==> src/rtl/lsu_pkg.sv <==
// Shared types and constants for the load/store alignment unit (lsu_align).
package lsu_pkg;

  typedef enum logic [1:0] {
    SIZE_BYTE    = 2'b00,
    SIZE_HALF    = 2'b01,
    SIZE_WORD    = 2'b10,
    SIZE_ILLEGAL = 2'b11
  } size_e;

  typedef enum logic [1:0] {
    IDLE,
    ACC0,
    ACC1,
    RESP
  } state_e;

  localparam logic [3:0] MASK_BYTE = 4'b0001;
  localparam logic [3:0] MASK_HALF = 4'b0011;
  localparam logic [3:0] MASK_WORD = 4'b1111;

  function automatic logic [3:0] size_mask(input size_e size);
    case (size)
      SIZE_BYTE: return MASK_BYTE;
      SIZE_HALF: return MASK_HALF;
      SIZE_WORD: return MASK_WORD;
      default:   return 4'b0000;
    endcase
  endfunction

  function automatic logic [2:0] size_bytes(input size_e size);
    case (size)
      SIZE_BYTE: return 3'd1;
      SIZE_HALF: return 3'd2;
      SIZE_WORD: return 3'd4;
      default:   return 3'd0;
    endcase
  endfunction

endpackage

==> src/rtl/lsu_lane_align.sv <==
// Combinational lane steering: store data/byte-enable shifting and load merge/extend.
// Second-word outputs exist only when LSU_MISALIGNED_SPLIT_EN is defined.
module lsu_lane_align
  import lsu_pkg::*;
(
  input  size_e       size,
  input  logic [1:0]  off,
  input  logic        is_unsigned,
  input  logic [31:0] wdata,
  input  logic [31:0] word0,
`ifdef LSU_MISALIGNED_SPLIT_EN
  input  logic [31:0] word1,
  output logic [3:0]  lane1,
  output logic [31:0] wdata1,
  output logic        crossing,
`endif
  output logic [3:0]  lane0,
  output logic [31:0] wdata0,
  output logic [31:0] rdata
);

  logic [3:0]  mask;
  logic [5:0]  sh;
  logic [31:0] merged;

  assign mask   = size_mask(size);
  assign sh     = {1'b0, off, 3'b000};
  assign lane0  = mask << off;
  assign wdata0 = wdata << sh;

`ifdef LSU_MISALIGNED_SPLIT_EN
  // Shifting by a full width yields zero, so off = 0 naturally gives an empty second word.
  assign lane1    = mask >> (3'd4 - {1'b0, off});
  assign wdata1   = wdata >> (6'd32 - sh);
  assign crossing = |lane1;
  assign merged   = (word0 >> sh) | (word1 << (6'd32 - sh));
`else
  assign merged   = word0 >> sh;
`endif

  always_comb begin
    rdata = '0;
    case (size)
      SIZE_BYTE: rdata = is_unsigned ? {24'h0, merged[7:0]}
                                     : {{24{merged[7]}}, merged[7:0]};
      SIZE_HALF: rdata = is_unsigned ? {16'h0, merged[15:0]}
                                     : {{16{merged[15]}}, merged[15:0]};
      SIZE_WORD: rdata = merged;
      default:   rdata = '0;
    endcase
  end

endmodule

==> src/rtl/lsu_align.sv <==
// Load/store alignment unit: maps byte/half/word requests onto a word-wide memory port.
// Define LSU_MISALIGNED_SPLIT_EN to split word-crossing accesses into two memory cycles.
module lsu_align
  import lsu_pkg::*;
#(
  parameter int MEM_SIZE = 128
) (
  input  logic        clk,
  input  logic        rst,
  input  logic        req_valid,
  output logic        req_ready,
  input  logic        req_we,
  input  logic [1:0]  req_size,
  input  logic        req_unsigned,
  input  logic [31:0] req_addr,
  input  logic [31:0] req_wdata,
  output logic        resp_valid,
  output logic [31:0] resp_rdata,
  output logic        resp_err,
  output logic [31:0] daddr,
  output logic [31:0] dwdata,
  output logic [3:0]  we,
  input  logic [31:0] drdata
);

  state_e      state;
  logic [31:0] addr_q;
  logic [31:0] wdata_q;
  logic [31:0] word0_q;
  size_e       size_q;
  logic        store_q;
  logic        unsigned_q;
  logic [3:0]  we_q;

  logic        idle;
  size_e       req_size_e;
  size_e       cur_size;
  logic [31:0] cur_addr;
  logic [31:0] cur_wdata;
  logic        cur_unsigned;
  logic [31:0] word0_in;
  logic [32:0] last_byte;
  logic        req_err;

  logic [3:0]  lane0;
  logic [31:0] wdata0;
  logic [31:0] rdata;
`ifdef LSU_MISALIGNED_SPLIT_EN
  logic [3:0]  lane1;
  logic [31:0] wdata1;
  logic        crossing;
`endif

  assign idle       = (state == IDLE);
  assign req_ready  = idle;
  assign req_size_e = size_e'(req_size);

  // In IDLE the aligner looks at the live request so ACC0 outputs can be registered at acceptance.
  assign cur_size     = idle ? req_size_e   : size_q;
  assign cur_addr     = idle ? req_addr     : addr_q;
  assign cur_wdata    = idle ? req_wdata    : wdata_q;
  assign cur_unsigned = idle ? req_unsigned : unsigned_q;
  assign word0_in     = (state == ACC0) ? drdata : word0_q;

  // 33-bit sum so an access wrapping past 2^32 still lands above MEM_SIZE.
  assign last_byte = {1'b0, req_addr} + {30'b0, size_bytes(req_size_e)} - 33'd1;

  always_comb begin
    req_err = (req_size_e == SIZE_ILLEGAL) || (last_byte >= 33'(MEM_SIZE));
`ifndef LSU_MISALIGNED_SPLIT_EN
    if ((req_size_e == SIZE_HALF && req_addr[0]) ||
        (req_size_e == SIZE_WORD && req_addr[1:0] != 2'b00))
      req_err = 1'b1;
`endif
  end

  lsu_lane_align u_lane_align (
    .size        (cur_size),
    .off         (cur_addr[1:0]),
    .is_unsigned (cur_unsigned),
    .wdata       (cur_wdata),
    .word0       (word0_in),
`ifdef LSU_MISALIGNED_SPLIT_EN
    .word1       (drdata),
    .lane1       (lane1),
    .wdata1      (wdata1),
    .crossing    (crossing),
`endif
    .lane0       (lane0),
    .wdata0      (wdata0),
    .rdata       (rdata)
  );

  // Reset masks the byte enables immediately, so an abandoned access writes nothing at the reset edge.
  assign we = we_q & {4{~rst}};

  always_ff @(posedge clk) begin
    if (rst) begin
      state      <= IDLE;
      resp_valid <= 1'b0;
      resp_err   <= 1'b0;
      resp_rdata <= '0;
      daddr      <= '0;
      dwdata     <= '0;
      we_q       <= '0;
    end else begin
      resp_valid <= 1'b0;
      case (state)
        IDLE: begin
          if (req_valid) begin
            addr_q     <= req_addr;
            wdata_q    <= req_wdata;
            size_q     <= req_size_e;
            store_q    <= req_we;
            unsigned_q <= req_unsigned;
            if (req_err) begin
              state      <= RESP;
              resp_valid <= 1'b1;
              resp_err   <= 1'b1;
              resp_rdata <= '0;
            end else begin
              state  <= ACC0;
              daddr  <= {req_addr[31:2], 2'b00};
              dwdata <= wdata0;
              we_q   <= req_we ? lane0 : 4'b0000;
            end
          end
        end
        ACC0: begin
          word0_q <= drdata;
`ifdef LSU_MISALIGNED_SPLIT_EN
          if (crossing) begin
            state  <= ACC1;
            daddr  <= {addr_q[31:2], 2'b00} + 32'd4;
            dwdata <= wdata1;
            we_q   <= store_q ? lane1 : 4'b0000;
          end else
`endif
          begin
            state      <= RESP;
            we_q       <= 4'b0000;
            resp_valid <= 1'b1;
            resp_err   <= 1'b0;
            resp_rdata <= store_q ? 32'h0 : rdata;
          end
        end
`ifdef LSU_MISALIGNED_SPLIT_EN
        ACC1: begin
          state      <= RESP;
          we_q       <= 4'b0000;
          resp_valid <= 1'b1;
          resp_err   <= 1'b0;
          resp_rdata <= store_q ? 32'h0 : rdata;
        end
`endif
        RESP: begin
          state <= IDLE;
        end
        default: begin
          state <= IDLE;
          we_q  <= 4'b0000;
        end
      endcase
    end
  end

endmodule
==> config.mk <==
export PLATFORM = sky130hd
export DESIGN_NAME = lsu_align
export DESIGN_NICKNAME = d
export VERILOG_FILES = /design/src/rtl/lsu_pkg.sv /design/src/rtl/lsu_lane_align.sv /design/src/rtl/lsu_align.sv
export SDC_FILE = /design/constraint.sdc
export NUM_CORES = 1
export LEC_CHECK = 0
export CAP_MARGIN = 20
export CORE_UTILIZATION = 53
export DETAILED_ROUTE_END_ITERATION = 10
export GPL_TIMING_DRIVEN = 0
export PLACE_DENSITY = 0.82
export SYNTH_ARGS = -nofsm -noshare
export SYNTH_HDL_FRONTEND = slang
export SYNTH_SLANG_ARGS = --single-unit
==> constraint.sdc <==
create_clock -name clk -period 5 [get_ports clk]
set_input_delay 0.5 -clock clk [delete_from_list [all_inputs] [get_ports clk]]
set_output_delay 0.5 -clock clk [all_outputs]
set_load 0.01 [all_outputs]
# [Yosys cells after proc, flatten, opt, wreduce, memory -nomap -nowiden]
# Index checks and enable logic that the tools add are counted.
[totals] reg_bits=172 in_bits=103 output_inout_bits=103 elab_cells=74
[op_classes] n_addsub=2 n_lt_le_gt_ge=1 n_eq_ne=10 shifts=3 muxes=28 n_bitwise=4 n_reduce_logical=13
[op_table] operator="$mux W32" count=7
[op_table] operator="$pmux W32 S3" count=1
[op_table] operator="$pmux W32 S2" count=1
[op_table] operator="$add A32 B3 Y33" count=1
[op_table] operator="$ge A33 B8 Y1 const B" count=1
[op_table] operator="$sub A33 B1 Y33 const B" count=1
[op_table] operator="$shl A32 B5 Y32" count=1
[op_table] operator="$shr A32 B5 Y32" count=1
[op_table] operator="$mux W4" count=3
[op_table] operator="$pmux W4 S3" count=1
[op_table] operator="$reduce_and A3 Y1" count=4
[op_table] operator="$pmux W3 S3" count=1
[op_table] operator="$eq A2 B2 Y1 const B" count=4
[op_table] operator="$mux W2" count=4
[op_table] operator="$pmux W4 S2" count=1
[op_table] operator="$eq A2 B1 Y1 const B" count=3
[op_table] operator="$logic_not A2 Y1" count=3
[op_table] operator="$mux W1" count=6
[op_table] operator="$and A4 B4 Y4" count=1
[op_table] operator="$ne A2 B2 Y1 const B" count=2
[op_table] operator="$pmux W1 S2" count=2
[op_table] operator="$pmux W2 S2" count=1
[op_table] operator="$reduce_bool A2 Y1" count=2
[op_table] operator="$shl A4 B2 Y4" count=1
[op_table] operator="other kinds (4)" count=8

# [Logic depth before layout (Yosys ltp)]
[logic_depth] depth_word=10 depth_mapped=20 depth_no_buf=16

# [Cells and area by module]
# From an unflattened synthesis, not the netlist that was laid out.
[unflattened] hier_cells=1170 hier_area_um2=10706.5
[by_module_without_submodules] mod="lsu_align" n_inst=1 cells_each=954 area_each_um2=9228.9 seq_area_each_um2=4144.0
[by_module_without_submodules] mod="lsu_lane_align" n_inst=1 cells_each=216 area_each_um2=1477.7 seq_area_each_um2=0.0

# [Worst setup path after synthesis]
# No wires, ideal clock.
[synth_path] kind="input -> register" start="input port req_addr[0]" end="register dwdata[5]" setup_ns=0.070 arrival_time_ns=4.468 required_time_ns=4.930 setup_slack_ns=0.461 stages=19 path_buffers=3 path_cell_list="clkbuf_1 inv_1 ha_1 inv_1 ha_1 inv_1 fa_1 nand2b_1 a21oi_2 o21ai_1 a31oi_1 o21a_1 o22ai_1 or4_4 or4_4 buf_6 buf_6 or4_1 a21oi_1"
[synth_via] elab_chain_cells=7 elab_cells_between_ends=13 cone_classes="add/sub: 2; order compare: 1; shift: 1; mux: 2; bitwise: 1; reduce/logical: 6"
[synth_lines] item="start: declaration" line_no="lsu_align.sv:15" source="input logic [31:0] req_addr,"
[synth_lines] item="$add A32 B3 Y33" line_no="lsu_align.sv:66" source="assign last_byte = {1'b0, req_addr} + {30'b0, size_bytes(req_size_e)} - 33'd1;"
[synth_lines] item="$sub A33 B1 Y33" line_no="lsu_align.sv:66"
[synth_lines] item="$ge A33 B8 Y1" line_no="lsu_align.sv:69" source="req_err = (req_size_e == SIZE_ILLEGAL) || (last_byte >= 33'(MEM_SIZE));"
[synth_lines] item="$logic_or A1 B1 Y1" line_no="lsu_align.sv:69"
[synth_lines] item="$mux W1" line_no="lsu_align.sv:71" source="if ((req_size_e == SIZE_HALF && req_addr[0]) ||"
[synth_lines] item="$not A1 Y1 (no source line)"
[synth_lines] item="$reduce_and A3 Y1 (no source line)"
[synth_lines] item="end signal: assignment" line_no="lsu_align.sv:124" source="dwdata <= wdata0;"
[synth_lines] item="end: declaration" line_no="lsu_align.sv:21" source="output logic [31:0] dwdata,"
# Parallel ways exist; a longest one is shown, timed or not.
# A chain may end at the register's enable or synchronous reset.

# [Final worst setup path]
[layout_path] start="input port req_addr[2]" end="register we_q[2]"
[layout_via] elab_chain_cells=7
[layout_lines] item="$add A32 B3 Y33" line_no="lsu_align.sv:66"
[layout_lines] item="$sub A33 B1 Y33" line_no="lsu_align.sv:66"
[layout_lines] item="$ge A33 B8 Y1" line_no="lsu_align.sv:69"
[layout_lines] item="$logic_or A1 B1 Y1" line_no="lsu_align.sv:69"
[layout_lines] item="$mux W1" line_no="lsu_align.sv:71"
[layout_lines] item="$ne A2 B2 Y1 (no source line)"
[layout_lines] item="$reduce_and A3 Y1 (no source line)"
[layout_lines] item="end signal: assignment" line_no="lsu_align.sv:125" source="we_q <= req_we ? lane0 : 4'b0000;"
[layout_lines] item="end: declaration" line_no="lsu_align.sv:33" source="logic [3:0] we_q;"
# No other way between the ends.

==> run summary <==
Ys Warns: 0
Rel. slew slack: 42.8%
num rows: 50
cell count after synthesis: 1170
final setup vio count: 0
largest net degree at the start of global routing: 41
clock skew: 11.4 ps
Starting Density: 54.2%
Clock transition at path regs: 70 ps
CP startpoint kind: input pin
Post-CTS Hold Fix Bufs: 0
H-Tree Depth: 4
outcome: finished, final reports clean
Max VDD drop: 0.228 mV
Design Area, Final: 0.0132 mm²
ANT nets after route: 0
Sum Neg Setup Slack: 0 ps
DR DRC count: 0
worst r2r dst: resp_rdata[4]
cts bufs inserted: 17
clk buf depth: 2
number of cells on the critical path: 18
non-filler instance count after layout: 1645
Final Max Slew Viols: 0
power density over the cells: 284 mW/mm²
CP peak stage delay: 600 ps
TritonCTS clock tree: yes
total power: 3.76 mW
routability cong.: 0.966
ys flop type: dfxtp_1
first-pass GRT wire length: 49000 µm
chip width: 140 µm
die area: 0.0197 mm²
HPWL after detailed placement: 23700 µm
Synth Register Bits: 172
placed inst area: 0.0125 mm²
Period Utilization, post-route: 98.1%
DR pass1 iterations: 8
Routed WL: 31400 µm
min Tclk post-route: 4910 ps
Inst Count DP: 1610
arrival time at the worst endpoint: 5220 ps
# IOs: 206
Wirelength per Cell: 19.1 µm
Seq/Total Area, Yosys: 40.8%
Post-synth ARST share: 0%
initial antenna violation count: 4
Crit. Startpoint: req_addr[2]
nets@finish: 1539
CTS sink cnt: 172
CP endpoint: we_q[2]
Pleak: 4.82 nW
Critical Path RT: 5310 ps
final hold violation count: 0
Worst-Skew Late Latency: 430 ps
Global Route Usage Sum: 31.8%
Distinct cells, synth: 69
Worst path top cell family by delay: compound AO/OA/AOI/OAI gates
Critical path buffers and inverters: 6
f_max: 204 MHz
Syn Area/Cell: 8.69 µm²
vias post-DR: 10000
core area: 0.0188 mm²
reg2reg start: state[1]
vias in the first global route: 9315
area grow syn2layout: 29.9%
Post-synth EDFFs: 70
Port Buffer Count: 203
post-DR vias/cell: 6.08
die height: 140 µm
max-cap violations: 0
worst hold path type: input pin to flip-flop
gr ovfl total: 0
Reg2Reg Depth: 13
Worst path slowest cell: or4_4
worst-path fanout max: 10
cell area after synthesis: 0.0102 mm²
WS Path Type: input pin to flip-flop
reg2reg setup slack: 340 ps
Worst Max-Slew Pin Slew: 836 ps
Crit. End Element: flip-flop
Iter 0 DRT Violations: 946
share of post-route cells with drive strength above 1: 8.37%
Root Driver: clkbuf_16
commonest non-fill, non-tap cell in the layout: clkdlybuf4s50_1
most frequent cells in the layout: clkdlybuf4s50_1 (199), a21oi_1 (168), dfxtp_1 (102)
critical path, cell by cell: clkdlybuf4s50_1 -> inv_1 -> ha_1 -> inv_1 -> ha_1 -> a211oi_4 -> o211ai_1 -> a211oi_4 -> o21ai_2 -> a211oi_2 -> o22ai_1 -> or4_4 -> or4_4 -> buf_6 -> buf_6 -> clkbuf_1 -> o211ai_1 -> o21ai_0
[through the flow]
step | utilization, % | hold WS [ps] | worst slack, ps
2_1_floorplan | - | 446 | 461
3_3_place_gp | 66.6 | 457 | -1050
3_5_place_dp | 66.8 | 463 | -1120
4_1_cts | 70.0 | 473 | 26.4
5_1_grt | 70.4 | 453 | -61.2
6_report | 70.4 | 440 | 94.6
[worst reg2reg max path, delay by kind of cell (launching register included)]
| family | cells | cell delay, ps |
|---|---|---|
| compound gates | 2 | 850 |
| fa+ha+maj | 1 | 230 |
| buf+inv | 7 | 2180 |
| flops | 1 | 320 |
| mux | 1 | 510 |
| simple gates | 2 | 430 |
[worst min path at each step]
stage | startpoint | end | slack (ps) | cells after the start
floorplan | we_q[1] | we_q[1] | 450 | 2
finish | req_size[1] | size_q[1] | 440 | 1
CTS | dwdata[5] | dwdata[5] | 470 | 2
detailed placement | dwdata[5] | dwdata[5] | 460 | 2
global placement | dwdata[5] | dwdata[5] | 460 | 2
global route | req_size[1] | size_q[1] | 450 | 1
[layer usage]
metal	GRT usage, %	part of all wire (%)	vias up
li1	-	-	4752
met1	42.8	43	4699
met2	50.6	46	476
met3	5.33	8.0	71
met4	13.4	2.6	4
met5	0	0.083	-
[flip-flops by register name (all words and copies together), names as in the netlist]
register	count
size_q	2
we_q	4
word0_q	32
store_q	1
unsigned_q	1
dwdata	32
addr_q	2
wdata_q	32
state	2
resp_rdata	32
resp_valid	1
resp_err	1
daddr	30
[timing repair]
| item | 4_1_cts | 5_1_grt |
|---|---|---|
| cloned | 0 | 0 |
| endpoints found under the setup margin | 94 | 94 |
| gates resized for setup | 9 | 14 |
| pin swaps | 1 | 2 |
| buffers inserted | 0 | 2 |
[logic make-up after synthesis]
group                      after synthesis  share of synthesized area [%]
AOI/OAI and AO/OA                      411                           25.7
adders and majority gates               40                           5.00
and+or+nand+nor                        288                           13.8
muxes                                   61                           6.30
buffers and inverters                  185                           7.41
xor gates and xnor gates                12                           1.03
DFF                                    172                           40.8
other                                    1                         0.0369
[Yosys cell counts (37+ instances only)]
master | n | share of area [%]
o21ai_0 | 75 | 3.7
nor2_1 | 73 | 2.7
a211oi_1 | 49 | 3.6
edfxtp_1 | 70 | 21
mux2i_1 | 37 | 3.6
dfxtp_1 | 102 | 20
a21oi_1 | 168 | 8.3
ha_1 | 39 | 4.8
nand2_1 | 64 | 2.4
clkbuf_1 | 71 | 2.6
inv_1 | 89 | 3.3
nand3_1 | 50 | 2.5
[power by group]
part / internal, mW / switching (mW)
logic: 0.349 / 0.572
clock network: 0.663 / 0.650
registers: 1.51 / 0.0137
total: 2.52 / 1.24
[layout make-up]
class	instances	area (µm²)
sequential	172	4140
timing repair buffer	207	2090
buffer	95	425
antenna	2	5.00
clock buffer	17	425
clock inverter	15	156
fill	1511	5560
tap	234	293
inverter	89	334
multi-input combinational	814	5330
(Power assumes the default switching activity.)
